File: src/rtl/cronometro_param.sv
// Parametrised stopwatch: tick divider, MM:SS or plain decimal count, lap freeze, 4x 7-seg.
// Optional macro CRONOMETRO_BLANK_EN blanks leading-zero digits.
module cronometro_param #(
   parameter int unsigned CLK_FREQ    = 50000000,
   parameter int unsigned TICK_HZ     = 1,
   parameter int unsigned MINSEC_MODE = 1,
   parameter int unsigned MAX_COUNT   = 10000
) (
   input  logic       clk,
   input  logic       rst_n,
   input  logic       start_stop,
   input  logic       clear,
   input  logic       lap,
   output logic       running,
   output logic       frozen,
   output logic       tick,
   output logic [6:0] dis0,
   output logic [6:0] dis1,
   output logic [6:0] dis2,
   output logic [6:0] dis3
);

   localparam int unsigned DIV_MAX = CLK_FREQ / TICK_HZ - 1;
   localparam int unsigned DIV_W   = (DIV_MAX > 0) ? $clog2(DIV_MAX + 1) : 1;
   localparam logic [15:0] CNT_LAST = 16'(MAX_COUNT - 1);

   typedef enum logic {
      STOPPED,
      RUNNING
   } state_t;

   state_t            state_q, state_d;
   logic [DIV_W-1:0]  div_q, div_d;
   logic [15:0]       count_q, count_d;
   logic [15:0]       lap_val_q, lap_val_d;
   logic              frozen_q, frozen_d;
   logic              start_stop_q, clear_q, lap_in_q;
   logic              ss_edge, clr_edge, lap_edge;
   logic              tick_w;
   logic [15:0]       live_digits, disp_digits;
   logic              blank1, blank2, blank3;

   // Active-low segments, bit 0 = a ... bit 6 = g.
   function automatic logic [6:0] seg7(input logic [3:0] d);
      case (d)
         4'd0:    seg7 = 7'b1000000;
         4'd1:    seg7 = 7'b1111001;
         4'd2:    seg7 = 7'b0100100;
         4'd3:    seg7 = 7'b0110000;
         4'd4:    seg7 = 7'b0011001;
         4'd5:    seg7 = 7'b0010010;
         4'd6:    seg7 = 7'b0000010;
         4'd7:    seg7 = 7'b1111000;
         4'd8:    seg7 = 7'b0000000;
         4'd9:    seg7 = 7'b0010000;
         default: seg7 = 7'b1111111;
      endcase
   endfunction

   // In MM:SS mode the count is already BCD; in plain mode it is binary.
   function automatic logic [15:0] count_inc(input logic [15:0] c);
      logic [15:0] r;
      r = c;
      if (MINSEC_MODE != 0) begin
         if (c[3:0] != 4'd9) begin
            r[3:0] = c[3:0] + 4'd1;
         end else begin
            r[3:0] = '0;
            if (c[7:4] != 4'd5) begin
               r[7:4] = c[7:4] + 4'd1;
            end else begin
               r[7:4] = '0;
               if (c[11:8] != 4'd9) begin
                  r[11:8] = c[11:8] + 4'd1;
               end else begin
                  r[11:8] = '0;
                  r[15:12] = (c[15:12] != 4'd5) ? c[15:12] + 4'd1 : '0;
               end
            end
         end
      end else begin
         r = (c == CNT_LAST) ? '0 : c + 16'd1;
      end
      return r;
   endfunction

   function automatic logic [15:0] to_digits(input logic [15:0] c);
      logic [13:0] v;
      logic [15:0] r;
      v = c[13:0];
      if (MINSEC_MODE != 0) begin
         r = c;
      end else begin
         r[3:0]   = 4'(v % 14'd10);
         r[7:4]   = 4'((v / 14'd10) % 14'd10);
         r[11:8]  = 4'((v / 14'd100) % 14'd10);
         r[15:12] = 4'(v / 14'd1000);
      end
      return r;
   endfunction

   assign ss_edge  = start_stop & ~start_stop_q;
   assign clr_edge = clear & ~clear_q;
   assign lap_edge = lap & ~lap_in_q;
   assign tick_w   = (state_q == RUNNING) && (div_q == DIV_W'(DIV_MAX));

   always_comb begin
      state_d = state_q;
      if (ss_edge) begin
         state_d = (state_q == STOPPED) ? RUNNING : STOPPED;
      end
   end

   // Clear wins over a coincident tick; lap captures the post-update count.
   always_comb begin
      div_d     = div_q;
      count_d   = count_q;
      frozen_d  = frozen_q;
      lap_val_d = lap_val_q;
      if (clr_edge) begin
         div_d   = '0;
         count_d = '0;
      end else if (state_q == RUNNING) begin
         div_d = tick_w ? '0 : div_q + 1'b1;
         if (tick_w) begin
            count_d = count_inc(count_q);
         end
      end
      if (clr_edge) begin
         frozen_d = 1'b0;
      end else if (lap_edge) begin
         frozen_d = ~frozen_q;
         if (!frozen_q) begin
            lap_val_d = to_digits(count_d);
         end
      end
   end

   always_ff @(posedge clk) begin
      if (!rst_n) begin
         state_q      <= STOPPED;
         div_q        <= '0;
         count_q      <= '0;
         lap_val_q    <= '0;
         frozen_q     <= 1'b0;
         start_stop_q <= 1'b0;
         clear_q      <= 1'b0;
         lap_in_q     <= 1'b0;
      end else begin
         state_q      <= state_d;
         div_q        <= div_d;
         count_q      <= count_d;
         lap_val_q    <= lap_val_d;
         frozen_q     <= frozen_d;
         start_stop_q <= start_stop;
         clear_q      <= clear;
         lap_in_q     <= lap;
      end
   end

   always_comb begin
      live_digits = to_digits(count_q);
      disp_digits = frozen_q ? lap_val_q : live_digits;
   end

`ifdef CRONOMETRO_BLANK_EN
   always_comb begin
      blank3 = (disp_digits[15:12] == 4'd0);
      blank2 = 1'b0;
      blank1 = 1'b0;
      if (MINSEC_MODE == 0) begin
         blank2 = blank3 && (disp_digits[11:8] == 4'd0);
         blank1 = blank2 && (disp_digits[7:4] == 4'd0);
      end
   end
`else
   always_comb begin
      blank3 = 1'b0;
      blank2 = 1'b0;
      blank1 = 1'b0;
   end
`endif

   assign dis0    = seg7(disp_digits[3:0]);
   assign dis1    = blank1 ? '1 : seg7(disp_digits[7:4]);
   assign dis2    = blank2 ? '1 : seg7(disp_digits[11:8]);
   assign dis3    = blank3 ? '1 : seg7(disp_digits[15:12]);
   assign running = (state_q == RUNNING);
   assign frozen  = frozen_q;
   assign tick    = tick_w;

endmodule

File: config.mk
export PLATFORM = sky130hd
export DESIGN_NAME = cronometro_param
export DESIGN_NICKNAME = d
export VERILOG_FILES = /design/src/rtl/cronometro_param.sv
export SDC_FILE = /design/constraint.sdc
export NUM_CORES = 1
export LEC_CHECK = 0
export CORE_ASPECT_RATIO = 2
export CORE_MARGIN = 3
export CORE_UTILIZATION = 58
export CTS_CLUSTER_DIAMETER = 200
export DETAILED_ROUTE_END_ITERATION = 8
export PLACE_DENSITY = 0.81
export SYNTH_ARGS = -nofsm -noshare
export SYNTH_HDL_FRONTEND = slang
export SYNTH_SLANG_ARGS = --single-unit
File: constraint.sdc
create_clock -name clk -period 2.7 [get_ports clk]
set_input_delay 0.405 -clock clk [delete_from_list [all_inputs] [get_ports clk]]
set_output_delay 0.405 -clock clk [all_outputs]
set_load 0.05 [all_outputs]
# Word-level counts from Yosys, hierarchy flattened
# Memory sizes are Yosys's and may differ from the RTL's.
# Index checks and enable logic that the tools add are counted.
# W data, S select, Z words.
[totals] mem_bits_ro=448 regBits=63 latch_bits=0 mem_count=4 mem_bits_rw=0
[op_classes] addsub=5 muxes=13 bitwise_logic=9 div_mod_pow=0 n_reduce_logical=3 n_mul=0 shift=0 n_lt_le_gt_ge=0 n_eq_ne=5
[mem_list] memory="(no name shown)" depth=16 width=7 read_ports=1 rd_clocked_by_memory_dff=0 wr=0 line_no="45" source="case (d)"
[mem_list] memory="(no name shown)" depth=16 width=7 read_ports=1 rd_clocked_by_memory_dff=0 wr=0 line_no="45"
[mem_list] memory="(no name shown)" depth=16 width=7 read_ports=1 rd_clocked_by_memory_dff=0 wr=0 line_no="45"
[mem_list] memory="(no name shown)" depth=16 width=7 read_ports=1 rd_clocked_by_memory_dff=0 wr=0 line_no="45"
[op_table] cell="$mux W16" n=4
[op_table] cell="$add A26 B1 Y26 const B" n=1
[op_table] cell="$eq A26 B26 Y1 const B" n=1
[op_table] cell="$mux W26" n=1
[op_table] cell="$mux W4" n=5
[op_table] cell="$add A4 B1 Y4 const B" n=4
[op_table] cell="$mux W12" n=1
[op_table] cell="$mux W8" n=1
[op_table] cell="$ne A4 B3 Y1 const B" n=2
[op_table] cell="$ne A4 B4 Y1 const B" n=2
[op_table] cell="$not A1 Y1" n=6
[op_table] cell="$and A1 B1 Y1" n=3
[op_table] cell="$reduce_and A3 Y1" n=1
[op_table] cell="$reduce_or A2 Y1" n=1
[op_table] cell="$logic_and A1 B1 Y1" n=1
[op_table] cell="$mux W1" n=1

# Longest topological paths before layout
[logic_depth] ltp_word=8 ltp_mapped=9 mapped_depth_nobuf=7

# Least setup slack after synthesis
# OpenSTA, ideal clock, no wires.
[synth_path] kind="flip-flop to output port" from="register frozen_q (netlist: frozen)" to="output dis0[5]" arrival_ns=2.938 path_stages_with_launch=9 required_time_ns=2.295 slack_ns=-0.643 cell_sequence="dfxtp_1 -> clkbuf_1 -> buf_1 -> nand2_1 -> o21ai_0 -> inv_1 -> ha_1 -> a21o_1 -> a21oi_1"
[synth_via] elab_chain_len=2
[synth_lines] element="start: declaration" line_no="36" source="logic frozen_q, frozen_d;"
[synth_lines] element="start signal: assignment" line_no="154" source="frozen_q <= frozen_d;"
[synth_lines] element="$mux W16" line_no="163" source="disp_digits = frozen_q ? lap_val_q : live_digits;"
[synth_lines] element="$mem_v2 Z16 W7"
[synth_lines] element="end: declaration" line_no="17" source="output logic [6:0] dis0,"
# Every way passes these cells.

# Worst setup path in the final report
[layout_path] from="register frozen_q (netlist: frozen)" to="output dis0[3]"
# The elaborated chain is that of the path after synthesis.

==> flow_summary.toml <==
[global_routing]
grt_pass1_wl_um = 15800
grt_max_degree = 25
overflow = 0
grt_usage_pct = 26.0
antenna_found_initial = 0
grt_pass1_vias = 3583

[synthesis]
syn_inst = 463
syn_area_sq_um = 3790
syn_avg_cell_area_sq_um = 8.20
synth_edf_count = 0
synth.distinct_cells = 50
yosysSeqAreaShare_pct = 33.2
synth_nets = 497
synth_warnings = 0
synth-main-ff-cell = "dfxtp_1"
async_flop_share_pct = 0
yosys_register_bits = 63

[placed_design]
place.gp.congestion = 0.855
dp_hpwl_um = 6850
portBuffers = 35
placed_cells = 584

[final_layout]
final_common_cell = "nor2_1"
n_antenna_cell = 0
layout.cells.non_filler = 600
layout_common_cells = "76 x nor2_1, 62 x dfxtp_1, 31 x nand2_1, 30 x buf_12, 29 x ha_1"
n_fill_cell = 402
fin_nets = 543
syn_to_final_growth_pct = 35.1
ff_latch_area_sq_um = 1260
multi_input_area_sq_um = 2590
drive_above_1_share_pct = 21.6

[pwr]
cellLeakagePower_nw = 1.96
vdd_drop_max_v = 0.000429
power_density_nw_per_um2 = 440

[clocking]
cts_tree = "yes"
htree_levels = 3
cts_root_buf = "clkbuf_16"
post_cts_buffers = 0
cts.sinks = 63
path_clk_slew_ns = 0.06
clk_path_buf_depth = 2
post_cts_resized = 0
clk_latency_ns = 0.33
cts_buffers = 9
cts-hold-fix-buffers = 0

[routing]
wl_met3_um = 322
route.antenna.remaining_nets = 0
wire_per_inst_um = 15.4
met1_length_um = 3290
wl_met2_um = 5310
maxUsedRoutingLayer = "met4"
avgViaCountPerCell = 5.79
vias = 3471
drt_first_pass_iters = 5
drt_iter0_markers = 145
wirelength_um = 9270
drc = 0

[die]
die-area_sq_um = 7610
core_sq_um = 6310
io_pins = 36
die_w_um = 63.2
die_h_um = 120
start_util_pct = 60.1
std_cell_rows = 41

[run]
drv_cap = 0

[sta]
timing.final.crit_share_pct = 94.9
hold_viol_final = 0
rsz0062_at_grt = "false"
setup_viol = 0
worst_pin_slew_ns = 0.542
timing.setup.tns_ns = 0
final.min_clock_period_ns = 2.56
clock_skew_ns = 0.00719
relSlewSlack_pct = 62.8
fmax_mhz = 390
slew_viol_final = 0

[setup_path]
reg2reg_from = "div_q[0]"
r2r_slack_ns = 0.16
cp.required_ns = 2.30
r2r-end = "lap_val_q[4]"
critPathLaunchType = "flop"
worstPathArrival_ns = 2.16
reg2reg_depth = 6
path_max_fanout = 19
timing.critical_path.to_type = "output pin"
crit_type = "flop to output pin"

[worst_hold_path]
whs_endpoint = "lap_val_q[13]"
hold_path_class = "flop to flop"
min_from = "lap_val_q[13]"
hold_depth = 2

[outcome]
status = "complete, no violations"
## how the worst max path moves through the flow
stage | from | cells past startpoint | endpoint | slack [ns]
5_1_grt | frozen | 8 | dis2[3] | 0.009
2_1_floorplan | frozen | 7 | dis0[1] | 0.002
3_5_place_dp | div_q[0] | 6 | lap_val_q[5] | 0.24
6_report | frozen | 6 | dis0[3] | 0.14
3_3_place_gp | div_q[0] | 6 | lap_val_q[6] | 0.32
4_1_cts | frozen | 7 | dis3[1] | 0.01
## per-stage QoR
stage	hold slack [ns]	utilization, %	instance area [sq um]	power, W	setup WS, ns
3_5_place_dp	0.452	76.4	4820	0.00115	0.239
4_1_cts	0.469	81.1	5120	0.00227	0.0142
6_report	0.465	81.3	5130	0.00226	0.137
3_3_place_gp	0.436	76.4	4820	0.00114	0.324
2_1_floorplan	0.425	-	4010	0.00108	0.00218
5_1_grt	0.501	81.3	5130	0.00232	0.00903
## flip-flops by register name, summed over array words and instances (netlist names)
name,flops
start_stop_q,1
div_q,26
lap_val_q,16
clear_q,1
count_q,16
frozen,1
running,1
lap_in_q,1
## layer usage
metal	track usage [%]	up-vias
met1	25.0	1654
li1	-	1696
met5	0	-
met4	14.6	0
met3	3.35	30
met2	51.2	91
## Yosys cell counts (all sizes together) (5+ instances only)
cell type	count	area [sq um]
nand2	31	116
xnor2	8	70.1
mux2i	21	210
xor2	21	184
nand3	11	55.1
clkbuf	12	45.0
a21oi	34	170
nor2	80	300
nand4	17	121
inv	19	71.3
o21ai	26	134
buf	7	43.8
mux2	5	56.3
nand2b	10	62.6
and2	7	43.8
nor4	5	46.3
ha	29	363
dfxtp	63	1260
## cell families (layout without fill, tap and decap cells)
kind of cell / count (synthesis) / count (layout) / synth area share [%]
XOR/XNOR: 29 / 29 / 6.69
AND/OR/NAND/NOR: 194 / 194 / 26.5
multiplexers: 26 / 26 / 7.02
buffers and inverters: 38 / 89 / 4.22
flip-flops: 63 / 63 / 33.2
AO/OA/AOI/OAI: 84 / 84 / 12.8
adder cells (fa/ha/maj): 29 / 29 / 9.56
## final cells by class
class / instances / area share [%]
clock buffers: 9 / 4.39
clock inverters: 7 / 1.44
inverters: 19 / 1.39
multi-input cells: 362 / 50.5
flip-flops and latches: 63 / 24.6
well taps: 86 / 2.10
repair buffers: 54 / 15.5
## power by group
group	internal, W	leakage (nW)	switching, W
sequential	0.000943	0.510	0.00000855
clock	0.000712	0.134	0.000416
combinational	0.0000743	1.32	0.000104
total	0.00173	1.96	0.000529
## critical path, stage by stage (launching register included)
cell     delay [ns]
dfxtp_2        0.35
buf_12         0.17
mux2i_1        0.51
nor2_1         0.21
o21a_1         0.29
a21oi_4        0.15
buf_12         0.15
Power figures use the tool's default switching activity.
